==> src/rtl/im2col_tensor_addr_gen_pkg.sv <==
// rtl/im2col_tensor_addr_gen_pkg.sv - shared widths and FSM encoding for the im2col address generator
package im2col_tensor_addr_gen_pkg;
  localparam int TENSOR_W   = 8;
  localparam int KERNEL_W   = 4;
  localparam int CHANNELS_W = 8;
  localparam int STRIDE_W   = 4;
  localparam int ADDR_W     = 20;
  localparam int LANES      = 8;
  localparam int LANE_W     = $clog2(LANES);
  localparam int TMS_W      = TENSOR_W + STRIDE_W;

  typedef enum logic [1:0] {
    ST_IDLE = 2'd0,
    ST_INIT = 2'd1,
    ST_RUN  = 2'd2,
    ST_DONE = 2'd3
  } state_t;
endpackage

==> src/rtl/im2col_tensor_addr_gen_if.sv <==
// rtl/im2col_tensor_addr_gen_if.sv - address stream towards the tensor SRAM read port / S2P packer
interface im2col_tensor_addr_gen_if;
  import im2col_tensor_addr_gen_pkg::*;

  logic              addr_valid;
  logic              addr_ready;
  logic [ADDR_W-1:0] addr;
  logic [LANE_W-1:0] lane;
  logic              blk_last;
  logic              patch_last;
  logic              frame_last;

  modport master (
    output addr_valid, addr, lane, blk_last, patch_last, frame_last,
    input  addr_ready
  );

  modport slave (
    input  addr_valid, addr, lane, blk_last, patch_last, frame_last,
    output addr_ready
  );
endinterface

==> src/rtl/im2col_patch_walker.sv <==
// rtl/im2col_patch_walker.sv - c/ky/kx receptive-field walk with multiplier-free channel/row offsets
module im2col_patch_walker
  import im2col_tensor_addr_gen_pkg::*;
(
  input  logic                  clk,
  input  logic                  rstn,
  input  logic                  i_clear,
  input  logic                  i_step,
  input  logic [KERNEL_W-1:0]   i_k,
  input  logic [CHANNELS_W-1:0] i_c,
  input  logic [TENSOR_W-1:0]   i_t,
  input  logic [ADDR_W-1:0]     i_plane,
  output logic                  o_patch_last,
  output logic [ADDR_W-1:0]     o_patch_ofs
);

  logic [CHANNELS_W-1:0] r_c;
  logic [KERNEL_W-1:0]   r_ky;
  logic [KERNEL_W-1:0]   r_kx;
  logic [ADDR_W-1:0]     r_ch_off;
  logic [ADDR_W-1:0]     r_ky_off;

  logic w_kx_end;
  logic w_ky_end;
  logic w_c_end;

  assign w_kx_end     = (r_kx == i_k - KERNEL_W'(1));
  assign w_ky_end     = (r_ky == i_k - KERNEL_W'(1));
  assign w_c_end      = (r_c == i_c - CHANNELS_W'(1));
  assign o_patch_last = w_c_end && w_ky_end && w_kx_end;
  assign o_patch_ofs  = r_ch_off + r_ky_off + ADDR_W'(r_kx);

  always_ff @(posedge clk or negedge rstn) begin
    if (!rstn) begin
      r_c      <= '0;
      r_ky     <= '0;
      r_kx     <= '0;
      r_ch_off <= '0;
      r_ky_off <= '0;
    end else if (i_clear) begin
      r_c      <= '0;
      r_ky     <= '0;
      r_kx     <= '0;
      r_ch_off <= '0;
      r_ky_off <= '0;
    end else if (i_step) begin
      if (!w_kx_end) begin
        r_kx <= r_kx + KERNEL_W'(1);
      end else begin
        r_kx <= '0;
        if (!w_ky_end) begin
          r_ky     <= r_ky + KERNEL_W'(1);
          r_ky_off <= r_ky_off + ADDR_W'(i_t);
        end else begin
          r_ky     <= '0;
          r_ky_off <= '0;
          if (!w_c_end) begin
            r_c      <= r_c + CHANNELS_W'(1);
            r_ch_off <= r_ch_off + i_plane;
          end else begin
            r_c      <= '0;
            r_ch_off <= '0;
          end
        end
      end
    end
  end

endmodule

==> src/rtl/im2col_tensor_addr_gen.sv <==
// rtl/im2col_tensor_addr_gen.sv - im2col read-address generator: FSM, oy/ox walk, handshake and S2P tags
module im2col_tensor_addr_gen
  import im2col_tensor_addr_gen_pkg::*;
(
  input  logic                  clk,
  input  logic                  rstn,
  input  logic                  i_enable,
  input  logic [TENSOR_W-1:0]   i_tensor_size,
  input  logic [KERNEL_W-1:0]   i_kernel_size,
  input  logic [CHANNELS_W-1:0] i_channels,
  input  logic [STRIDE_W-1:0]   i_stride,
  input  logic [TENSOR_W-1:0]   i_ofs,
  input  logic [TMS_W-1:0]      i_tms,
  im2col_tensor_addr_gen_if.master addr_if,
  output logic                  o_done,
  output logic                  o_err
);

  state_t r_state;
  state_t w_state_nxt;

  logic [TENSOR_W-1:0]   r_t;
  logic [KERNEL_W-1:0]   r_k;
  logic [CHANNELS_W-1:0] r_c;
  logic [STRIDE_W-1:0]   r_s;
  logic [TENSOR_W-1:0]   r_ofs;
  logic [TMS_W-1:0]      r_tms;
  logic [ADDR_W-1:0]     r_plane;

  logic [TENSOR_W-1:0] r_oy;
  logic [TENSOR_W-1:0] r_ox;
  logic [ADDR_W-1:0]   r_row_base;
  logic [ADDR_W-1:0]   r_col_base;
  logic [LANE_W-1:0]   r_lane;
  logic                r_valid;
  logic                r_done;
  logic                r_err;

  logic [2*TENSOR_W-1:0] w_plane_full;
  logic                  w_cfg_err;
  logic                  w_xfer;
  logic                  w_clear;
  logic                  w_patch_last;
  logic                  w_frame_last;
  logic [ADDR_W-1:0]     w_patch_ofs;

  assign w_plane_full = {{TENSOR_W{1'b0}}, i_tensor_size} * {{TENSOR_W{1'b0}}, i_tensor_size};
  assign w_cfg_err    = (i_kernel_size == '0) || (i_stride == '0) || (i_channels == '0) ||
                        (TENSOR_W'(i_kernel_size) > i_tensor_size);
  assign w_xfer       = r_valid && addr_if.addr_ready;
  assign w_clear      = !i_enable || (r_state != ST_RUN);
  assign w_frame_last = w_patch_last && (r_oy == r_ofs) && (r_ox == r_ofs);

  always_ff @(posedge clk or negedge rstn) begin
    if (!rstn) r_state <= ST_IDLE;
    else       r_state <= w_state_nxt;
  end

  always_comb begin
    w_state_nxt = r_state;
    if (!i_enable) begin
      w_state_nxt = ST_IDLE;
    end else begin
      case (r_state)
        ST_IDLE: w_state_nxt = ST_INIT;
        ST_INIT: w_state_nxt = w_cfg_err ? ST_DONE : ST_RUN;
        ST_RUN:  w_state_nxt = (w_xfer && w_frame_last) ? ST_DONE : ST_RUN;
        ST_DONE: w_state_nxt = ST_DONE;
        default: w_state_nxt = ST_IDLE;
      endcase
    end
  end

  // Status flags are registered from the next state so they line up with the state change.
  always_ff @(posedge clk or negedge rstn) begin
    if (!rstn) begin
      r_valid <= 1'b0;
      r_done  <= 1'b0;
      r_err   <= 1'b0;
    end else begin
      r_valid <= (w_state_nxt == ST_RUN);
      r_done  <= (w_state_nxt == ST_DONE);
      r_err   <= (w_state_nxt == ST_DONE) && ((r_state == ST_INIT) ? w_cfg_err : r_err);
    end
  end

  always_ff @(posedge clk or negedge rstn) begin
    if (!rstn) begin
      r_t     <= '0;
      r_k     <= '0;
      r_c     <= '0;
      r_s     <= '0;
      r_ofs   <= '0;
      r_tms   <= '0;
      r_plane <= '0;
    end else if (r_state == ST_INIT) begin
      r_t     <= i_tensor_size;
      r_k     <= i_kernel_size;
      r_c     <= i_channels;
      r_s     <= i_stride;
      r_ofs   <= i_ofs;
      r_tms   <= i_tms;
      r_plane <= ADDR_W'(w_plane_full);
    end
  end

  always_ff @(posedge clk or negedge rstn) begin
    if (!rstn) begin
      r_oy       <= '0;
      r_ox       <= '0;
      r_row_base <= '0;
      r_col_base <= '0;
      r_lane     <= '0;
    end else if (w_clear) begin
      r_oy       <= '0;
      r_ox       <= '0;
      r_row_base <= '0;
      r_col_base <= '0;
      r_lane     <= '0;
    end else if (w_xfer) begin
      r_lane <= w_patch_last ? '0 : r_lane + LANE_W'(1);
      if (w_patch_last) begin
        if (r_ox == r_ofs) begin
          r_ox       <= '0;
          r_col_base <= '0;
          r_oy       <= r_oy + TENSOR_W'(1);
          r_row_base <= r_row_base + ADDR_W'(r_tms);
        end else begin
          r_ox       <= r_ox + TENSOR_W'(1);
          r_col_base <= r_col_base + ADDR_W'(r_s);
        end
      end
    end
  end

  im2col_patch_walker u_walker (
    .clk          (clk),
    .rstn         (rstn),
    .i_clear      (w_clear),
    .i_step       (w_xfer),
    .i_k          (r_k),
    .i_c          (r_c),
    .i_t          (r_t),
    .i_plane      (r_plane),
    .o_patch_last (w_patch_last),
    .o_patch_ofs  (w_patch_ofs)
  );

  assign addr_if.addr_valid = r_valid;
  assign addr_if.addr       = r_valid ? (r_row_base + r_col_base + w_patch_ofs) : '0;
  assign addr_if.lane       = r_valid ? r_lane : '0;
  assign addr_if.patch_last = r_valid && w_patch_last;
  assign addr_if.blk_last   = r_valid && (w_patch_last || (r_lane == LANE_W'(LANES - 1)));
  assign addr_if.frame_last = r_valid && w_frame_last;
  assign o_done             = r_done;
  assign o_err              = r_err;

endmodule

==> src/flat_wrapper.sv <==
// flat-port wrapper written by rule: the top's interface ports become plain ports
module im2col_tensor_addr_gen_flat import im2col_tensor_addr_gen_pkg::*;
  (clk, rstn, i_enable, i_tensor_size, i_kernel_size, i_channels, i_stride, i_ofs, i_tms, o_done, o_err, addr_if_addr_valid, addr_if_addr, addr_if_lane, addr_if_blk_last, addr_if_patch_last, addr_if_frame_last, addr_if_addr_ready);
  im2col_tensor_addr_gen_if addr_if_i ();
  input  logic clk;
  input  logic rstn;
  input  logic i_enable;
  input  logic [TENSOR_W-1:0] i_tensor_size;
  input  logic [KERNEL_W-1:0] i_kernel_size;
  input  logic [CHANNELS_W-1:0] i_channels;
  input  logic [STRIDE_W-1:0] i_stride;
  input  logic [TENSOR_W-1:0] i_ofs;
  input  logic [TMS_W-1:0] i_tms;
  output logic o_done;
  output logic o_err;
  output wire logic [$bits(addr_if_i.addr_valid)-1:0] addr_if_addr_valid;
  output wire logic [$bits(addr_if_i.addr)-1:0] addr_if_addr;
  output wire logic [$bits(addr_if_i.lane)-1:0] addr_if_lane;
  output wire logic [$bits(addr_if_i.blk_last)-1:0] addr_if_blk_last;
  output wire logic [$bits(addr_if_i.patch_last)-1:0] addr_if_patch_last;
  output wire logic [$bits(addr_if_i.frame_last)-1:0] addr_if_frame_last;
  input wire logic [$bits(addr_if_i.addr_ready)-1:0] addr_if_addr_ready;
  assign addr_if_addr_valid = addr_if_i.addr_valid;
  assign addr_if_addr = addr_if_i.addr;
  assign addr_if_lane = addr_if_i.lane;
  assign addr_if_blk_last = addr_if_i.blk_last;
  assign addr_if_patch_last = addr_if_i.patch_last;
  assign addr_if_frame_last = addr_if_i.frame_last;
  assign addr_if_i.addr_ready = addr_if_addr_ready;
  im2col_tensor_addr_gen u_core (.clk(clk), .rstn(rstn), .i_enable(i_enable), .i_tensor_size(i_tensor_size), .i_kernel_size(i_kernel_size), .i_channels(i_channels), .i_stride(i_stride), .i_ofs(i_ofs), .i_tms(i_tms), .addr_if(addr_if_i), .o_done(o_done), .o_err(o_err));
endmodule
==> config.mk <==
export PLATFORM = sky130hd
export DESIGN_NAME = im2col_tensor_addr_gen_flat
export DESIGN_NICKNAME = d
export VERILOG_FILES = /design/src/rtl/im2col_tensor_addr_gen_pkg.sv /design/src/rtl/im2col_tensor_addr_gen_if.sv /design/src/rtl/im2col_patch_walker.sv /design/src/rtl/im2col_tensor_addr_gen.sv /design/src/flat_wrapper.sv
export SDC_FILE = /design/constraint.sdc
export NUM_CORES = 1
export LEC_CHECK = 0
export BUFFER_PORTS_ARGS = -buffer_cell sky130_fd_sc_hd__buf_2
export CAP_MARGIN = 10
export CORE_ASPECT_RATIO = 1.2
export CORE_MARGIN = 1
export CORE_UTILIZATION = 55
export DETAILED_ROUTE_END_ITERATION = 8
export PLACE_DENSITY = 0.73
export SYNTH_ARGS = -nofsm -noshare
export SYNTH_HDL_FRONTEND = slang
export SYNTH_SLANG_ARGS = --single-unit
==> constraint.sdc <==
create_clock -name clk -period 5.6 [get_ports clk]
set_input_delay 0.56 -clock clk [delete_from_list [all_inputs] [get_ports clk]]
set_output_delay 0.56 -clock clk [all_outputs]
set_load 0.03 [all_outputs]
==> results.json, run 1 <==
{
  "hold_viol": 0,
  "port_buffers": 76,
  "grt_max_degree": 98,
  "max_freq_ghz": 0.188,
  "post-route-period-util": 0.950,
  "die_area_mm2": 0.0256,
  "cts_root_buffer": "clkbuf_16",
  "coreArea_mm2": 0.0246,
  "max-clock-path-buffers": 2,
  "setup_tns_ps": 0,
  "grt_pass1_vias": 10800,
  "fin_cells": 1911,
  "clk_latency_ps": 450,
  "drv_cap": 0,
  "yosysSeqAreaShare": 0.324,
  "track_usage": 0.273,
  "critical_path.max_fanout": 4,
  "cp-end-kind": "output pin",
  "drc": 4,
  "power_density_mw_per_mm2": 275,
  "gp_congestion": 0.903,
  "via_per_inst": 5.79,
  "r2r_end": "u_core.r_ox[2]",
  "min_period_ps": 5320,
  "syn_inst": 1516,
  "rsz0062_at_grt": "false",
  "die_h_um": 175,
  "fin_skew_ps": 8.43,
  "leakagePower_uw": 0.00731,
  "clk_pin_slew_ps": 70,
  "grt_pass1_wl_um": 55300,
  "synth.cell_area_mm2": 0.0138,
  "ys_types": 73,
  "worst_slew_pin_slew_ps": 1130,
  "vias": 11100,
  "die_x_um": 146,
  "drt_iter0_drc": 737,
  "routedWlPerCell_um": 17.3,
  "cp_data_arrival_time_ps": 4760,
  "area_growth_syn_to_layout_pct": 9.59,
  "fin_ws_ps": 282,
  "synth_ff_type": "dfrtp_1",
  "yosys_register_bits": 178,
  "status": "finished, violations left",
  "place_hpwl_um": 25100,
  "synth_fp_nets": 1750,
  "synth_warnings": 0,
  "slew_viol_final": 0,
  "place_ws_ps": 757,
  "ir_drop_mv": 0.167,
  "max_slew_margin": 0.244,
  "num_io_pins": 77,
  "antennaDiodeCount": 0,
  "r2r_slack_ps": 2190,
  "violations": "DRC",
  "hold_class": "in2async",
  "cts_buffers": 17,
  "reg2reg_from": "u_core.r_k[0]",
  "async_flop_share": 1.00,
  "final_common_cell": "nand2_1",
  "cp-start-kind": "flop",
  "final_cell_mix": "248 x nand2_1, 178 x dfrtp_1, 116 x ha_1",
  "routed_wl_um": 33200,
  "grt_overflow": 0,
  "syn_area_per_cell_um2": 9.07,
  "crit_start": "u_core.u_walker.r_kx[2]",
  "rows": 63,
  "ant_nets": 0,
  "numPlacedInstances": 1879,
  "first_pass_iters": 7,
  "nNetsFinal": 1807,
  "finalSetupViolCount": 0,
  "start_util": 0.559,
  "cts_sinks": 178,
  "synth-edff-count": 0,
  "antenna_found_initial": 0,
  "layout-drive-gt1-share": 0.0883,
  "reg2reg_depth": 9,
  "cts.htree.levels": 4,
  "tritoncts": "built",
  "crit_required_ps": 5040,
  "path_class": "reg2out"
}
-- area by class of cell --
type	instances	area [um^2]
clock buffers	18	429
clock inverters	14	195
fillers	2128	9520
inverters	106	398
multi-input cells	1186	8730
flip-flops and latches	178	4450
well taps	325	407
repair buffers	84	459
-- per-stage QoR --
stage	util	cell area (um^2)	hold WS, ps	power (uW)
6_report	0.613	15100	192	4150
3_5_place_dp	0.587	14400	467	2880
5_1_grt	0.613	15100	276	4410
2_1_floorplan	-	13800	264	2540
4_1_cts	0.612	15100	244	4170
3_3_place_gp	0.587	14400	467	2830
-- registers in the layout, indices dropped and copies added (netlist names), 8 cells and up --
name,count
u_core.r_c,8
u_core.r_col_base,20
u_core.r_ofs,8
u_core.r_ox,8
u_core.r_oy,8
u_core.r_plane,14
u_core.r_row_base,20
u_core.r_t,8
u_core.r_tms,12
u_core.u_walker.r_c,8
u_core.u_walker.r_ch_off,20
u_core.u_walker.r_ky_off,20
-- worst max path at each step --
stage	end	slack (ps)
CTS	addr_if_addr[14]	280
detailed placement	u_core.r_plane[15]	760
global route	addr_if_addr[18]	30
floorplan	addr_if_addr[19]	860
finish	addr_if_addr[18]	280
global placement	addr_if_addr[15]	820
-- routing by layer --
| metal | up-vias | global-route usage | part of all wire |
|---|---|---|---|
| met3 | 54 | 0.0329 | 0.034 |
| met5 | - | 0 | 0 |
| met4 | 0 | 0.103 | 0.029 |
| met1 | 5399 | 0.348 | 0.43 |
| li1 | 5382 | - | - |
| met2 | 235 | 0.474 | 0.50 |
-- what timing repair did --
action                     CTS  global route
setup endpoints to repair    0             2
hold buffers                 0             0
resized for setup            0             3
setup buffers                0             0
-- worst max-delay path: stages (launching register included) --
cell      delay [ps]
dfrtp_1          410
inv_1            100
fa_1             550
inv_1             60
fa_1             500
inv_1             60
fa_1             560
inv_1             80
ha_1             320
a211oi_2         300
o21ai_0          160
a221o_1          360
a21oi_1          220
o311ai_0         190
xnor2_1          160
nor2_1            80
buf_2            200
-- report_power, final --
group | switching (uW) | internal [uW]
Sequential | 151 | 1430
Clock | 572 | 719
Combinational | 744 | 533
Total | 1470 | 2680
-- synthesized netlist by cell type (7+ instances only) --
cell / count / area share
nor2_1: 82 / 0.022
a211oi_1: 11 / 0.0060
o21a_1: 11 / 0.0060
a31oi_1: 9 / 0.0041
o21ai_0: 98 / 0.036
o31ai_1: 18 / 0.0098
o211ai_1: 9 / 0.0049
xor2_1: 36 / 0.023
or4_1: 16 / 0.0087
or3_1: 20 / 0.0091
nor3b_1: 7 / 0.0038
a21oi_1: 85 / 0.031
nor3_1: 22 / 0.0080
nand4_1: 25 / 0.011
and2_1: 36 / 0.016
dfrtp_1: 178 / 0.32
clkbuf_1: 40 / 0.011
and3_1: 16 / 0.0073
xnor2_1: 63 / 0.040
fa_1: 70 / 0.10
nand3_1: 32 / 0.012
nand2b_1: 14 / 0.0064
nand2_1: 248 / 0.068
ha_1: 116 / 0.11
inv_1: 106 / 0.029
o21bai_1: 12 / 0.0066
a21o_1: 13 / 0.0071
a22o_1: 19 / 0.012
nor2b_1: 17 / 0.0077
-- logic make-up (layout without fill, tap and decap cells) --
group                    after synthesis  count (layout)  share of synthesized area
flip-flops                           178             178                      0.324
XOR/XNOR                             103             103                     0.0698
AO/OA/AOI/OAI                        328             328                      0.151
AND/OR/NAND/NOR                      561             561                      0.199
multiplexers                           8               8                    0.00600
buffers and inverters                152             222                     0.0428
adder cells (fa/ha/maj)              186             186                      0.207
Note: power is estimated with default switching activity, not from simulation.
==> inputs of run 2 (changes only) <==
--- a/config.mk
+++ b/config.mk
@@ -12,6 +12,7 @@
 export CORE_UTILIZATION = 55
 export DETAILED_ROUTE_END_ITERATION = 8
 export PLACE_DENSITY = 0.73
+export REMOVE_ABC_BUFFERS = 1
 export SYNTH_ARGS = -nofsm -noshare
 export SYNTH_HDL_FRONTEND = slang
 export SYNTH_SLANG_ARGS = --single-unit
==> run 2 against run 1 <==
Net effect:
- register-to-register slack lost 100 ps
- wire length decreased by 2.9%
- largest cell class unchanged
- combinational power barely moved
- first-iteration DRC count shrank 22%
- sequential power hardly changed
- critical path type unchanged
- the run still ends with DRC left
==> results.json, run 2 (synthesized netlist as in run 1, its figures left out) <==
{
  "cp-end-kind": "output pin",
  "power_density_mw_per_mm2": 274,
  "routedWlPerCell_um": 16.8,
  "gp_congestion": 0.881,
  "fin_ws_ps": 277,
  "cts.htree.levels": 4,
  "die_area_mm2": 0.0256,
  "path_buf_inv": 5,
  "max-clock-path-buffers": 2,
  "rows": 63,
  "track_usage": 0.264,
  "max_freq_ghz": 0.188,
  "finalSetupViolCount": 0,
  "path_class": "reg2out",
  "grt_pass1_wl_um": 53500,
  "violations": "DRC",
  "cts_sinks": 178,
  "critical_path.cell_chain": "inv_1 > fa_1 > inv_1 > fa_1 > inv_1 > fa_1 > inv_1 > ha_1 > a211oi_1 > o21ai_0 > a221o_1 > a21oi_1 > o21bai_1 > xnor2_1 > nor2_1 > buf_2",
  "start_util": 0.559,
  "hold_class": "in2async",
  "cp-start-kind": "flop",
  "post-route-period-util": 0.951,
  "place_ws_ps": 701,
  "slowest_delay_ps": 560,
  "cts_root_buffer": "clkbuf_16",
  "place_hpwl_um": 24700,
  "leakagePower_uw": 0.00730,
  "drv_cap": 0,
  "drc": 2,
  "vias": 11000,
  "num_io_pins": 77,
  "die_x_um": 146,
  "min_period_ps": 5320,
  "port_buffers": 76,
  "clk_pin_slew_ps": 70,
  "drt_iter0_drc": 577,
  "cp_data_arrival_time_ps": 4760,
  "final_cell_mix": "248 x nand2_1, 178 x dfrtp_1, 116 x ha_1",
  "worst_path_most_repeated_cell": "inv_1",
  "tritoncts": "built",
  "grt_overflow": 0,
  "grt_pass1_vias": 10700,
  "final_common_cell": "nand2_1",
  "reg2reg_depth": 9,
  "hold_viol": 0,
  "rsz0062_at_grt": "false",
  "via_per_inst": 5.75,
  "ir_drop_mv": 0.178,
  "setup_tns_ps": 0,
  "max_slew_margin": 0.239,
  "critical_path.max_fanout": 4,
  "layout-drive-gt1-share": 0.0876,
  "antennaDiodeCount": 0,
  "coreArea_mm2": 0.0246,
  "slowest_stage": "fa_1",
  "ant_nets": 0,
  "post_cts_buffers": 0,
  "routed_wl_um": 32200,
  "status": "finished, violations left",
  "r2r_slack_ps": 2090,
  "cp_top_family": "adder cells",
  "crit_required_ps": 5040,
  "grt_max_degree": 99,
  "fin_skew_ps": 12.1,
  "cts_buffers": 17,
  "reg2reg_from": "u_core.r_k[0]",
  "area_growth_syn_to_layout_pct": 9.44,
  "worst_slew_pin_slew_ps": 1130,
  "first_pass_iters": 7,
  "clk_latency_ps": 450,
  "r2r_end": "u_core.r_ox[2]",
  "nNetsFinal": 1807,
  "slew_viol_final": 0,
  "hold_slack_ps": 203,
  "die_h_um": 175,
  "antenna_found_initial": 0
}
run 2: per-stage QoR:
step,utilization,std cells,instance area [um^2],total power (uW)
2_1_floorplan,-,1470,13600,2520
3_3_place_gp,0.587,1879,14400,2810
3_5_place_dp,0.587,1879,14400,2860
4_1_cts,0.612,1911,15100,4140
5_1_grt,0.612,1911,15100,4390
6_report,0.612,1911,15100,4120
run 2: how the worst max path moves through the flow:
stage	start	endpoint	cells after the start
after floorplan	u_core.u_walker.r_kx[1]	addr_if_addr[19]	15
after global placement	u_core.u_walker.r_kx[3]	addr_if_addr[15]	16
after detailed placement	u_core.u_walker.r_kx[3]	addr_if_addr[15]	16
after CTS	u_core.u_walker.r_kx[3]	addr_if_addr[15]	16
after global routing	u_core.u_walker.r_kx[2]	addr_if_addr[12]	16
final	u_core.u_walker.r_kx[2]	addr_if_addr[14]	16
run 2: timing repair:
action / CTS / global route
endpoints found under the setup margin: 0 / 1
hold buffers: 0 / 0
endpoints found under the hold margin: 0 / 0
resized for setup: 0 / 1
run 2: area by class of cell:
type | instances | area (um^2)
Multi-Input combinational cell | 1186 | 8720
Inverter | 106 | 398
Clock buffer | 18 | 439
Sequential cell | 178 | 4450
Timing Repair Buffer | 84 | 447
Tap cell | 325 | 407
Fill cell | 2129 | 9540
Clock inverter | 14 | 186
run 2: power by group:
group	total [uW]	internal [uW]	switching [uW]
sequential	1570	1430	144
combinational	1260	531	731
clock	1280	695	587
run 2: metal layers:
layer | vias up | part of all wire | track usage
li1 | 5380 | - | -
met1 | 5349 | 0.45 | 0.346
met2 | 220 | 0.48 | 0.444
met3 | 45 | 0.034 | 0.0329
met4 | 0 | 0.031 | 0.105
met5 | - | 0 | 0
